File: config.mk
export PLATFORM = sky130hd
export DESIGN_NAME = lighthouse_line_rx
export DESIGN_NICKNAME = d
export VERILOG_FILES = /design/src/rtl/lighthouse_line_rx_pkg.sv /design/src/rtl/lighthouse_line_rx_ascii_hex_decode.sv /design/src/rtl/lighthouse_line_rx.sv
export SDC_FILE = /design/constraint.sdc
export NUM_CORES = 1
export LEC_CHECK = 0
export CAP_MARGIN = 20
export CELL_PAD_IN_SITES_DETAIL_PLACEMENT = 1
export CELL_PAD_IN_SITES_GLOBAL_PLACEMENT = 1
export CORE_ASPECT_RATIO = 1.25
export CORE_UTILIZATION = 28
export DETAILED_ROUTE_END_ITERATION = 6
export GPL_TIMING_DRIVEN = 0
export PLACE_DENSITY_LB_ADDON = 0.12
export SYNTH_ARGS = -nofsm -noshare
export SYNTH_HDL_FRONTEND = slang
export SYNTH_SLANG_ARGS = --single-unit
File: constraint.sdc
create_clock -name clk -period 1.89 [get_ports clk]
set_input_delay 0.567 -clock clk [delete_from_list [all_inputs] [get_ports clk]]
set_output_delay 0.567 -clock clk [all_outputs]
set_load 0.02 [all_outputs]
File: src/rtl/lighthouse_line_rx_pkg.sv
// Shared constants and state encoding for the lighthouse line receiver.
// Latency: none (declarations only).
// Backpressure: not applicable.
package lighthouse_line_rx_pkg;

    localparam logic [7:0] ASCII_SP = 8'h20;
    localparam logic [7:0] ASCII_LF = 8'h0A;
    localparam logic [7:0] ASCII_CR = 8'h0D;

    localparam int REC_W = 28;

    typedef enum logic [2:0] {
        HUNT    = 3'd0,
        FIELD_A = 3'd1,
        SPACE   = 3'd2,
        FIELD_B = 3'd3,
        EOL     = 3'd4,
        SKIP    = 3'd5
    } state_t;

    // Either line terminator ends a line.
    function automatic logic is_term(input logic [7:0] b);
        return (b == ASCII_LF) || (b == ASCII_CR);
    endfunction

endpackage

File: src/rtl/lighthouse_line_rx_ascii_hex_decode.sv
// Maps one ASCII byte to {valid, nibble}; lowercase a-f accepted when ACCEPT_LOWER != 0.
// Latency: purely combinational.
// Backpressure: none.
// Ports: chr (byte in), valid (byte is a hex digit), nibble (its value, 0 when invalid).
module ascii_hex_decode #(
    parameter int ACCEPT_LOWER = 1
) (
    input  logic [7:0] chr,
    output logic       valid,
    output logic [3:0] nibble
);

    always_comb begin
        valid  = 1'b0;
        nibble = 4'd0;
        if (chr >= 8'h30 && chr <= 8'h39) begin
            valid  = 1'b1;
            nibble = chr[3:0];
        end else if (chr >= 8'h41 && chr <= 8'h46) begin
            // 'A' is 0x41: low nibble 1..6 plus 9 gives 10..15.
            valid  = 1'b1;
            nibble = chr[3:0] + 4'd9;
        end else if ((ACCEPT_LOWER != 0) && chr >= 8'h61 && chr <= 8'h66) begin
            valid  = 1'b1;
            nibble = chr[3:0] + 4'd9;
        end
    end

endmodule

File: src/rtl/lighthouse_line_rx.sv
// Parses "D0D1D2 D3D4D5D6<TERM>" ASCII lines into a 28-bit lighthouse record.
// Latency: record/record_strobe and error_strobe register one cycle after the deciding byte.
// Backpressure: none; every data_strobe byte is consumed, idle cycles change nothing.
// Ports: clk, reset (async active-low), data/data_strobe (byte stream in),
//        record + lighthouse/axis/data_bit/angle (last good record), record_strobe,
//        error_strobe, error_count (saturating malformed-line count).
module lighthouse_line_rx
    import lighthouse_line_rx_pkg::*;
#(
    parameter int ERR_BITS     = 16,
    parameter int ACCEPT_LOWER = 1
) (
    input  logic                clk,
    input  logic                reset,
    input  logic [7:0]          data,
    input  logic                data_strobe,
    output logic [REC_W-1:0]    record,
    output logic                lighthouse,
    output logic                axis,
    output logic                data_bit,
    output logic [19:0]         angle,
    output logic                record_strobe,
    output logic                error_strobe,
    output logic [ERR_BITS-1:0] error_count
);

    state_t           state, state_nxt;
    logic [2:0]       cnt, cnt_nxt;
    logic [REC_W-1:0] shreg;

    logic       hex_vld;
    logic [3:0] hex_nib;
    logic       do_load, do_shift, do_commit, do_err;
    logic       fields_ok;

    ascii_hex_decode #(
        .ACCEPT_LOWER(ACCEPT_LOWER)
    ) u_hex (
        .chr   (data),
        .valid (hex_vld),
        .nibble(hex_nib)
    );

    // D0 lands in [27:24] and D1 in [23:20] after seven digits; D0 must be
    // 0..3 and D1 0..1, so the bits the record pads with zeros must be clear.
    assign fields_ok = (shreg[27:26] == 2'b00) && (shreg[23:21] == 3'b000);

    always_ff @(posedge clk or negedge reset) begin
        if (!reset) begin
            state <= HUNT;
            cnt   <= 3'd0;
        end else begin
            state <= state_nxt;
            cnt   <= cnt_nxt;
        end
    end

    // cnt holds the number of digits taken so far in the line (1..7).
    always_comb begin
        state_nxt = state;
        cnt_nxt   = cnt;
        do_load   = 1'b0;
        do_shift  = 1'b0;
        do_commit = 1'b0;
        do_err    = 1'b0;
        if (data_strobe) begin
            case (state)
                HUNT: begin
                    if (hex_vld) begin
                        do_load   = 1'b1;
                        cnt_nxt   = 3'd1;
                        state_nxt = FIELD_A;
                    end else if (!is_term(data)) begin
                        do_err    = 1'b1;
                        state_nxt = SKIP;
                    end
                end
                FIELD_A: begin
                    if (hex_vld) begin
                        do_shift = 1'b1;
                        cnt_nxt  = cnt + 3'd1;
                        if (cnt == 3'd2) begin
                            state_nxt = SPACE;
                        end
                    end else begin
                        do_err    = 1'b1;
                        cnt_nxt   = 3'd0;
                        state_nxt = SKIP;
                    end
                end
                SPACE: begin
                    if (data == ASCII_SP) begin
                        state_nxt = FIELD_B;
                    end else begin
                        do_err    = 1'b1;
                        cnt_nxt   = 3'd0;
                        state_nxt = SKIP;
                    end
                end
                FIELD_B: begin
                    if (hex_vld) begin
                        do_shift = 1'b1;
                        cnt_nxt  = cnt + 3'd1;
                        if (cnt == 3'd6) begin
                            state_nxt = EOL;
                        end
                    end else begin
                        do_err    = 1'b1;
                        cnt_nxt   = 3'd0;
                        state_nxt = SKIP;
                    end
                end
                EOL: begin
                    cnt_nxt = 3'd0;
                    if (is_term(data)) begin
                        // A terminator still ends the line when the fields are
                        // out of range, so parsing resumes in HUNT, not SKIP.
                        if (fields_ok) begin
                            do_commit = 1'b1;
                        end else begin
                            do_err = 1'b1;
                        end
                        state_nxt = HUNT;
                    end else begin
                        do_err    = 1'b1;
                        state_nxt = SKIP;
                    end
                end
                SKIP: begin
                    if (is_term(data)) begin
                        state_nxt = HUNT;
                    end
                end
                default: begin
                    cnt_nxt   = 3'd0;
                    state_nxt = HUNT;
                end
            endcase
        end
    end

    always_ff @(posedge clk or negedge reset) begin
        if (!reset) begin
            shreg         <= '0;
            record        <= '0;
            record_strobe <= 1'b0;
            error_strobe  <= 1'b0;
            error_count   <= '0;
        end else begin
            if (do_load) begin
                shreg <= {{(REC_W-4){1'b0}}, hex_nib};
            end else if (do_shift) begin
                shreg <= {shreg[REC_W-5:0], hex_nib};
            end
            if (do_commit) begin
                record <= shreg;
            end
            record_strobe <= do_commit;
            error_strobe  <= do_err;
            if (do_err && (error_count != {ERR_BITS{1'b1}})) begin
                error_count <= error_count + 1'b1;
            end
        end
    end

    assign lighthouse = record[25];
    assign axis       = record[24];
    assign data_bit   = record[20];
    assign angle      = record[19:0];

endmodule

==> results of run 1 <==
## layer usage
layer  track usage, %  wire (um)  vias to the layer above
met5                0          0                        -
met3             2.15        270                       12
met4             6.62        184                        0
li1                 -          -                     1525
met1             18.3       4230                     1515
met2             23.6       4910                       55
## power groups by stage
stage | sequential, W | combinational [W] | clock, W
after CTS | 0.00201 | 0.00131 | 0.00183
after global placement | 0.00204 | 0.00104 | 0
final | 0.00202 | 0.00142 | 0.00176
after global routing | 0.00204 | 0.00153 | 0.00189
after detailed placement | 0.00204 | 0.00108 | 0
after floorplan | 0.00209 | 0.000621 | 0
## registers in the layout, indices dropped and copies added, names as in the netlist
signal	count
cnt	3
error_count	16
error_strobe	1
record	28
record_strobe	1
shreg	28
state	3
## kinds of logic after synthesis
| logic type | count (synthesis) |
|---|---|
| AND/OR/NAND/NOR | 176 |
| flip-flops | 80 |
| buffers and inverters | 46 |
| AO/OA/AOI/OAI | 33 |
| multiplexers | 30 |
| XOR/XNOR | 17 |
| adder cells (fa/ha/maj) | 7 |
## cell usage in the layout (no fill, tap or decap), types with 3 or more instances in the layout
cell type / netlist / final
and2_4: 0 / 5
mux2_4: 0 / 3
o211ai_1: 3 / 3
nand2_1: 88 / 82
nand2_2: 0 / 5
and2_1: 8 / 3
xnor2_1: 17 / 16
mux2i_1: 25 / 24
clkbuf_16: 0 / 12
ha_4: 0 / 3
nand3_1: 10 / 4
a21oi_1: 6 / 4
dlymetal6s2s_1: 0 / 8
o21ai_1: 1 / 4
clkbuf_2: 0 / 7
nor2b_1: 4 / 4
buf_12: 0 / 6
inv_1: 7 / 4
dlygate4sd2_1: 0 / 61
nand3_2: 1 / 3
nand3_4: 0 / 4
buf_6: 0 / 14
ha_1: 7 / 4
o21ai_2: 0 / 3
buf_4: 26 / 43
and3_1: 7 / 6
nand4_1: 8 / 8
nor2_1: 32 / 31
dfrtp_1: 80 / 80
## metrics by stage
stage	cells	power [W]
floorplan	389	0.00271
global placement	639	0.00308
CTS	683	0.00514
finish	685	0.00520
global route	685	0.00546
detailed placement	640	0.00312
## worst register-to-register path: cells and delay by family, from the launching register on
kind	cells	cell delay, ps
simple gates	4	830
compound gates	1	320
buf+inv	1	360
xor+xnor	1	150
flops	1	430
## worst min path at each step
stage / depth (start not counted) / slack (ps) / from / to
2_1_floorplan: 0 / 270 / reset / cnt[0]
3_3_place_gp: 2 / 460 / shreg[24] / record[24]
3_5_place_dp: 1 / 450 / reset / record[4]
4_1_cts: 1 / 80 / reset / record[1]
5_1_grt: 1 / 90 / reset / record[26]
6_report: 1 / 80 / reset / record[4]
## final cells by class
class | instances | area (um^2) | share of cell area (%)
clock inverter | 5 | 56.3 | 0.959
multi-input combinational | 263 | 1870 | 31.9
sequential | 80 | 2000 | 34.1
buffer | 36 | 335 | 5.71
clock buffer | 11 | 243 | 4.13
timing repair buffer | 112 | 1090 | 18.6
tap | 171 | 214 | 3.64
inverter | 7 | 55.1 | 0.938
## what timing repair did
item / CTS / global route
resized for setup: 141 / 51
gates cloned: 3 / 1
setup buffers: 25 / 5
pin swaps: 16 / 22
endpoints found under the setup margin: 139 / 88
hold endpoints to repair: 0 / 0
==> flow_metrics.py, run 1 <==
metrics = {
    "power_and_ir_drop": {
        "switchingPower_w": 0.00163,
        "internal_power_w": 0.00357,
        "p_sw_share_pct": 31.3,
        "p_leak_nw": 3.30,
        "vdd.ir_drop.worst_mv": 0.545,
        "power.density_nw_per_um2": 885,
        "clock_power_share_pct": 33.9,
        "pwr-share-seq_pct": 38.8,
        "p_comb_share_pct": 27.3,
    },
    "critical_path": {
        "critical-path-slowest-cell": "o311ai_4",
        "path_cells": "buf_12 > clkinv_8 > ha_4 > or3b_1 > and4_4 > or2_4 > o311ai_4 > nor3b_2 > mux2_4",
        "critPathRequiredTime_ps": 2120,
        "crit_path_start_kind": "input port",
        "cp_max_fo": 4,
        "ff2ff_setup_slack_ps": -310,
        "cp-endpoint": "error_count[14]",
        "cpPeakStageDelay_ps": 390,
        "crit_type": "in -> reg",
        "crit_start": "data[0]",
        "crit_family": "simple AND/OR/NAND/NOR gates",
        "rr_worst_depth": 7,
        "worstPathArrival_ps": 2570,
        "r2r-start": "error_count[7]",
        "cp_num_cells": 9,
        "critPathCaptureType": "flop",
        "r2r-end": "error_count[10]",
        "crit_buf_inv": 2,
    },
    "finish": {
        "syn_to_final_growth_pct": 52.2,
        "fillerInstances": 1482,
        "insertedDiodeCount": 0,
        "nets": 527,
        "finish.instance_area_um2": 5870,
        "drive_above_1_share_pct": 28.6,
        "utilization_pct": 44.0,
    },
    "yosys": {
        "synth.area.mux_share_pct": 7.94,
        "synthCells": 389,
        "syn_area_um2": 3860,
        "yosysWarningCount": 0,
        "synth.most_common_cell": "nand2_1",
        "avgSynthCellArea_um2": 9.92,
        "synth_area_leaders": "dfrtp_1, nand2_1, mux2i_1, buf_4, xnor2_1",
        "synth_async_sr_flop_share_pct": 100,
        "yosysSeqAreaShare_pct": 51.9,
        "synthAdderAreaFrac_pct": 2.27,
        "synthTopCellsByCount": "nand2_1, dfrtp_1, nor2_1, buf_4, mux2i_1",
        "ys_ff_latch": 80,
        "yosysTopAreaCellShare_pct": 51.9,
        "yosys.cell_types.count": 45,
        "synth_top_family_by_area": "simple AND/OR/NAND/NOR gates",
        "synthesis.nets": 407,
        "synthSimpleGateAreaFrac_pct": 21.0,
        "synth_compound_area_share_pct": 5.87,
        "ys.flop_type": "dfrtp_1",
        "synth.largest_area_cell": "dfrtp_1",
        "synth_enable_flop_cells": 0,
        "synth-xor-area-share_pct": 3.86,
    },
    "clock_network": {
        "cts.sinks": 80,
        "cts_made_buffers": 9,
        "root_buffer": "clkbuf_16",
        "clk_path_buf_depth": 2,
        "htreeDepth": 3,
        "cts_hold_buf": 0,
        "cts_tree": "done",
        "clk_latency_ps": 340,
        "clkTransAtPathRegs_ps": 60,
    },
    "floorplanning": {
        "start_util_pct": 28.9,
        "fp.coreArea_um2": 13300,
        "rows": 47,
        "pin_count": 80,
        "fp.dieW_um": 107,
        "dieArea_um2": 14300,
        "die_h_um": 133,
    },
    "placement": {
        "pre_cts_ws_ps": -1630,
        "place_congestion": 0.751,
        "place_hpwl_um": 6350,
        "placed_cell_area_um2": 5000,
        "port_buffers": 79,
    },
    "status": {
        "violations": "setup timing",
        "status": "complete, but fails checks",
    },
    "sta": {
        "skew_ps": 7.15,
        "setup_tns_ps": -18240,
        "worstMarginPinSlew_ps": 469,
        "holdWs_ps": 84.9,
        "period_share_pct": 124,
        "setup_viol": 78,
        "fmax_ghz": 0.427,
        "slew_headroom_pct": 68.7,
        "slew_violations": 0,
        "fin_ws_ps": -451,
        "rsz0062_at_grt": "true",
        "min_period_ps": 2340,
        "hold_viol_final": 0,
    },
    "global_route": {
        "grtUsageTotal_pct": 14.3,
        "grt_pass1_vias": 3148,
        "grt_max_degree": 67,
        "grt_first_pass_wirelength_um": 16000,
        "antenna_found_initial": 0,
        "overflow": 0,
    },
    "detailed_routing": {
        "via_per_inst": 4.54,
        "drtAntennaViolNets": 0,
        "wl_um": 9590,
        "first_iter_violations": 55,
        "vias": 3107,
        "dr.pass1.iters": 4,
        "routedWlPerCell_um": 14.0,
        "route.detailed.drc": 0,
    },
    "flow_run": {
        "maxCapViolCount": 0,
    },
    "worst_hold_path": {
        "worst_hold_path_type": "in -> async",
    },
}
Note: power is estimated with default switching activity, not from simulation.
==> inputs of run 2 (changes only) <==
Settings changed: CAP_MARGIN 20 to 10.
==> results of run 2 <==
Same layout as run 1: the final DEF is identical, and so are final timing and power.
